$ cat src/rtl/bcd_countdown_timer_pkg.sv
// Shared types and helpers for the BCD countdown timer.
// Holds the state encoding, the BCD digit limit and the prescaler width function.
package timer_pkg;

  typedef enum logic [1:0] {
    ST_IDLE   = 2'd0,
    ST_RUN    = 2'd1,
    ST_PAUSED = 2'd2,
    ST_DONE   = 2'd3
  } state_t;

  localparam logic [3:0] BCD_MAX = 4'd9;

  // Smallest width able to hold 0..value-1; never less than one bit.
  function automatic int clog2(input int value);
    int w;
    w = 1;
    while ((1 << w) < value) w++;
    return w;
  endfunction

endpackage

$ cat src/rtl/bcd_countdown_timer_if.sv
// Control pulses in, BCD digits and status flags out.
// master drives the pulses and watches the display; slave is the timer.
interface bcd_countdown_timer_if;
  logic       load;
  logic       start;
  logic       pause;
  logic [3:0] tens_digit;
  logic [3:0] ones_digit;
  logic       running;
  logic       timeout;

  modport master (
    output load, start, pause,
    input  tens_digit, ones_digit, running, timeout
  );

  modport slave (
    input  load, start, pause,
    output tens_digit, ones_digit, running, timeout
  );
endinterface

$ cat src/rtl/bcd_countdown_timer_tick_gen.sv
// Seconds prescaler: counts 0..TICKS_PER_SEC-1 while en is high, tick on the terminal count.
// Holds its value whenever en is low, so a suppressed terminal tick fires on the next enabled cycle.
module tick_gen
  import timer_pkg::*;
#(
  parameter int TICKS_PER_SEC = 50000000
) (
  input  logic clk,
  input  logic rst,
  input  logic clr,
  input  logic en,
  output logic tick
);

  localparam int W = clog2(TICKS_PER_SEC);
  localparam logic [W-1:0] LAST = W'(TICKS_PER_SEC - 1);

  logic [W-1:0] r_cnt;
  logic         w_last;

  assign w_last = (r_cnt == LAST);
  assign tick   = en && w_last;

  always_ff @(posedge clk) begin
    if (rst || clr) begin
      r_cnt <= '0;
    end else if (en) begin
      r_cnt <= w_last ? '0 : r_cnt + W'(1);
    end
  end

endmodule

$ cat src/rtl/bcd_countdown_timer.sv
// Two-digit BCD countdown timer (99..00) with run/pause FSM and timeout flag.
// All outputs registered; pulse inputs take effect on the next edge, no backpressure.
module bcd_countdown_timer
  import timer_pkg::*;
#(
  parameter int TICKS_PER_SEC = 50000000,
  parameter int START_TENS    = 9,
  parameter int START_ONES    = 9
) (
  input logic                  clk,
  input logic                  rst,
  bcd_countdown_timer_if.slave bus
);

  if (START_TENS < 0 || START_TENS > 9 || START_ONES < 0 || START_ONES > 9) begin : g_bad_start
    $error("bcd_countdown_timer: START_TENS/START_ONES must be BCD digits 0-9");
  end
  if (TICKS_PER_SEC < 2) begin : g_bad_ticks
    $error("bcd_countdown_timer: TICKS_PER_SEC must be >= 2");
  end

  localparam logic [3:0] START_T    = 4'(START_TENS);
  localparam logic [3:0] START_O    = 4'(START_ONES);
  localparam bit         START_ZERO = (START_TENS == 0) && (START_ONES == 0);

  state_t     r_state, w_state_nxt;
  logic [3:0] r_tens, w_tens_nxt;
  logic [3:0] r_ones, w_ones_nxt;
  logic       w_clr;
  logic       w_en;
  logic       w_tick;

  // A pause or load on the terminal cycle must freeze the prescaler rather than tick.
  assign w_en = (r_state == ST_RUN) && !bus.pause && !bus.load;

  tick_gen #(
    .TICKS_PER_SEC(TICKS_PER_SEC)
  ) u_tick_gen (
    .clk (clk),
    .rst (rst),
    .clr (w_clr),
    .en  (w_en),
    .tick(w_tick)
  );

  always_ff @(posedge clk) begin
    if (rst) begin
      r_state <= ST_IDLE;
      r_tens  <= START_T;
      r_ones  <= START_O;
    end else begin
      r_state <= w_state_nxt;
      r_tens  <= w_tens_nxt;
      r_ones  <= w_ones_nxt;
    end
  end

  always_comb begin
    w_state_nxt = r_state;
    w_tens_nxt  = r_tens;
    w_ones_nxt  = r_ones;
    w_clr       = 1'b0;

    if (bus.load) begin
      w_state_nxt = ST_IDLE;
      w_tens_nxt  = START_T;
      w_ones_nxt  = START_O;
      w_clr       = 1'b1;
    end else begin
      case (r_state)
        ST_IDLE: begin
          if (bus.start) begin
            w_state_nxt = START_ZERO ? ST_DONE : ST_RUN;
            w_clr       = 1'b1;
          end
        end
        ST_RUN: begin
          if (bus.pause) begin
            w_state_nxt = ST_PAUSED;
          end else if (w_tick) begin
            if (r_ones != 4'd0) begin
              w_ones_nxt = r_ones - 4'd1;
            end else begin
              w_ones_nxt = BCD_MAX;
              w_tens_nxt = r_tens - 4'd1;
            end
            // Going 01 -> 00 finishes on the same edge so timeout lines up with the 00 display.
            if (r_tens == 4'd0 && r_ones == 4'd1) begin
              w_state_nxt = ST_DONE;
            end
          end
        end
        ST_PAUSED: begin
          if (!bus.pause && bus.start) begin
            w_state_nxt = ST_RUN;
          end
        end
        ST_DONE: ;
        default: ;
      endcase
    end
  end

  assign bus.tens_digit = r_tens;
  assign bus.ones_digit = r_ones;
  assign bus.running    = (r_state == ST_RUN);
  assign bus.timeout    = (r_state == ST_DONE);

endmodule

$ cat src/flat_wrapper.sv
// flat-port wrapper written by rule: the top's interface ports become plain ports
module bcd_countdown_timer_flat import timer_pkg::*;
#(
  parameter int TICKS_PER_SEC = 50000000,
  parameter int START_TENS    = 9,
  parameter int START_ONES    = 9
)
  (clk, rst, bus_load, bus_start, bus_pause, bus_tens_digit, bus_ones_digit, bus_running, bus_timeout);
  bcd_countdown_timer_if bus_i ();
  input logic clk;
  input logic rst;
  input wire logic [$bits(bus_i.load)-1:0] bus_load;
  input wire logic [$bits(bus_i.start)-1:0] bus_start;
  input wire logic [$bits(bus_i.pause)-1:0] bus_pause;
  output wire logic [$bits(bus_i.tens_digit)-1:0] bus_tens_digit;
  output wire logic [$bits(bus_i.ones_digit)-1:0] bus_ones_digit;
  output wire logic [$bits(bus_i.running)-1:0] bus_running;
  output wire logic [$bits(bus_i.timeout)-1:0] bus_timeout;
  assign bus_i.load = bus_load;
  assign bus_i.start = bus_start;
  assign bus_i.pause = bus_pause;
  assign bus_tens_digit = bus_i.tens_digit;
  assign bus_ones_digit = bus_i.ones_digit;
  assign bus_running = bus_i.running;
  assign bus_timeout = bus_i.timeout;
  bcd_countdown_timer #(.TICKS_PER_SEC(TICKS_PER_SEC), .START_TENS(START_TENS), .START_ONES(START_ONES)) u_core (.clk(clk), .rst(rst), .bus(bus_i));
endmodule
$ cat config.mk
export PLATFORM = sky130hd
export DESIGN_NAME = bcd_countdown_timer_flat
export DESIGN_NICKNAME = d
export VERILOG_FILES = /design/src/rtl/bcd_countdown_timer_pkg.sv /design/src/rtl/bcd_countdown_timer_if.sv /design/src/rtl/bcd_countdown_timer_tick_gen.sv /design/src/rtl/bcd_countdown_timer.sv /design/src/flat_wrapper.sv
export SDC_FILE = /design/constraint.sdc
export NUM_CORES = 1
export LEC_CHECK = 0
export ABC_AREA = 1
export CAP_MARGIN = 40
export CELL_PAD_IN_SITES_DETAIL_PLACEMENT = 0
export CELL_PAD_IN_SITES_GLOBAL_PLACEMENT = 1
export CORE_MARGIN = 1.5
export CORE_UTILIZATION = 41
export CTS_BUF_LIST = sky130_fd_sc_hd__clkbuf_4 sky130_fd_sc_hd__clkbuf_8 sky130_fd_sc_hd__clkbuf_16
export CTS_CLUSTER_SIZE = 28
export DETAILED_ROUTE_END_ITERATION = 16
export PLACE_DENSITY_LB_ADDON = 0.1
export SLEW_MARGIN = 10
export SYNTH_ARGS = -nofsm -noshare
export SYNTH_HDL_FRONTEND = slang
export SYNTH_SLANG_ARGS = --single-unit
$ cat constraint.sdc
create_clock -name clk -period 1.8 [get_ports clk]
set_input_delay 0.27 -clock clk [delete_from_list [all_inputs] [get_ports clk]]
set_output_delay 0.27 -clock clk [all_outputs]
set_load 0.005 [all_outputs]
==> metrics <==
outcome finished clean; DR iter-0 viols 79; Post-synth EDFFs 0; die area 5680 um2; drt wl/cell 11.6 um; ANT nets after route 0; Via density 4.67; vias in the first global route ~1,800; total grt overflow 0; Final Hold Viols 0; dominant cells by area after synthesis dfxtp_1 (34%), nand2_1 (16%), nor2_1 (12%); Routed WL approximately 5200 um; Post-DP Area 2510 um2; Worst-path clk slew 0.07 ns; #FFs+latches synth 36; Slew @ Worst Pin 0.267 ns; minimum clock period around 1.7 ns; Max Root-Sink Buffers 2; first-pass GRT wire length 8490 um; clock latency on the worst-skew pair 0.29 ns; vias 2,099; cell area after synthesis ~2100 um2; worst path cell trace inv_2, nand2_2, inv_1, clkdlybuf4s50_1; most used flip-flop cell after synthesis dfxtp_1; num ports 15; Worst Skew roughly 0.0065 ns; 1st-pass router iterations 4; Mapped Cells between 300 and 400; VDD IR-drop max 0.355 mV; starting density of the core 0.423; relative slew slack 0.822; leakage power total 0.00107 uW; Hold Crit Class reg2reg; cells on worst reg2reg path 8; crit end category primary output; die width 75.4 um; diode count 0; Met1 Wirelength roughly 2800 um; Setup WS pre-CTS -0.0533 ns; worst path arrival time around 1.4 ns; leading area contributor after synthesis dfxtp_1; Final Cell Area 2660 um2; Max Used Layer met4; IO Port Bufs 14; Root Driver clkbuf_8; Final Setup Violations 0; Warnings, synthesis 0; Core Footprint 5070 um2; Max Freq 588 MHz; Seq. cell area ~720 um2; Final Cycle Share 0.945; Worst Path Max Fanout 4; Placer Congestion 0.848; nets@finish 385; Max stage delay on crit path roughly 0.50 ns; layout cells sized above 1 0.142; area occupied by multi-input gates 1260 um2; DP HPWL 4100 um; Netlist cell types 28; initial antenna violation count 0; post-synthesis net count 349; # DRC 0; CTS HTree Levels 2; met3 WL post-DR 89 um; largest net degree at the start of global routing 17; Global Route Usage Sum 0.198; TritonCTS Buffers 5; sequential share of the synthesized area 0.335; # rows 26; Synth top area share 0.335; Max Cap Violations 0; CTS Sinks 36; CTS tree done; RSZ-0062 raised after global routing false; final worst slack 0.0997 ns; Die Span Y 75.4 um; Synth async-reset ratio 0; WHS Path Cells 2; fillcell total 585; Avg Cell Area, Syn roughly 6.3 um2; Pins Over Slew Limit 0; routed length on met2 2240 um; CP required 1.53 ns; Setup Buffers After CTS 0; pwr dens 630 nW/um2; area grow syn2layout 23.9%; Critical-path top delay cell clkdlybuf4s50_1; crit start category flop; CP Class reg2out
## kinds of logic after synthesis
family / Yosys count / synth area share
AO/OA/AOI/OAI: 21 / 0.0536
XOR/XNOR: 6 / 0.0245
buffers and inverters: 48 / 0.0909
flip-flops: 36 / 0.335
adder cells (fa/ha/maj): 2 / 0.0116
AND/OR/NAND/NOR: 229 / 0.484
## critical path: cells and delay by family, from the launching register on
family | cells | cell delay (ns)
AND/OR/NAND/NOR | 1 | 0.09
flip-flops | 1 | 0.35
buffers and inverters | 3 | 0.71
## metrics by stage
step,total power [uW],hold slack [ns],utilization,setup TNS (ns),cells
2_1_floorplan,866,0.466,-,0,342
3_3_place_gp,907,0.495,0.495,-0.0701,441
3_5_place_dp,906,0.491,0.495,-0.245,441
4_1_cts,1700,0.503,0.519,0,449
5_1_grt,1740,0.533,0.525,0,449
6_report,1680,0.506,0.525,0,449
## layer usage
metal	vias to the layer above	GRT usage
met5	-	0
met2	11	0.297
li1	1150	-
met4	0	0.0595
met3	7	0.0357
met1	931	0.288
## cell usage in the layout (no fill, tap or decap), types with 10 or more instances in the layout
cell	netlist	layout
nor2_1	68	67
nor3_1	10	10
clkdlybuf4s50_1	0	14
o21ai_0	10	10
buf_4	2	16
nand3_1	26	25
inv_1	42	42
dfxtp_1	36	35
nand2_1	89	89
nand4_1	10	10
## final timing paths
| path | start | slack, ns | end |
|---|---|---|---|
| max | u_core.r_state[1]$_SDFFE_PP0P_ | 0.1 | bus_running |
| min | u_core.bus.tens_digit[0]$_SDFFE_PP1P_ | 0.51 | u_core.bus.tens_digit[0]$_SDFFE_PP1P_ |
| max reg2reg | u_core.u_tick_gen.r_cnt[1]$_SDFFE_PP0N_ | 0.17 | u_core.u_tick_gen.r_cnt[24]$_SDFFE_PP0N_ |
| min reg2reg | u_core.bus.tens_digit[0]$_SDFFE_PP1P_ | 0.51 | u_core.bus.tens_digit[0]$_SDFFE_PP1P_ |
## cell type report
type | instances | share of cell area
clock buffer | 7 | 0.0362
clock inverter | 1 | 0.0113
inverter | 45 | 0.0634
tap | 70 | 0.0329
multi-input combinational | 258 | 0.472
timing repair buffer | 32 | 0.113
sequential | 36 | 0.271
## state kept, by name, indices dropped and copies added (netlist names)
name	cells
u_core.u_tick_gen.r_cnt	26
u_core.bus.ones_digit	4
u_core.r_state	2
u_core.bus.tens_digit	4
## report_power, final
part | switching, uW | internal [uW]
Sequential | 3.89 | 798
Combinational | 45.6 | 40.1
Clock | 302 | 489
## cell usage after synthesis (2+ instances only)
library cell  count
nand2_1          89
inv_2             3
nor3_2            3
nor3_1           10
nor2_2            5
nor2_1           68
xor2_1            5
o21ai_0          10
a21oi_1           7
nand3_1          26
nand2_2           3
buf_4             2
inv_1            42
nor3b_1           5
nand4_1          10
nor2_4            4
dfxtp_1          36
ha_1              2
or2_2             3
## what timing repair did
item / 4_1_cts / 5_1_grt
hold buffers: 0 / 0
resized for setup: 0 / 6
endpoints found under the hold margin: 0 / 0
endpoints found under the setup margin: 0 / 13
No activity file was read; power rests on OpenSTA's default activity.
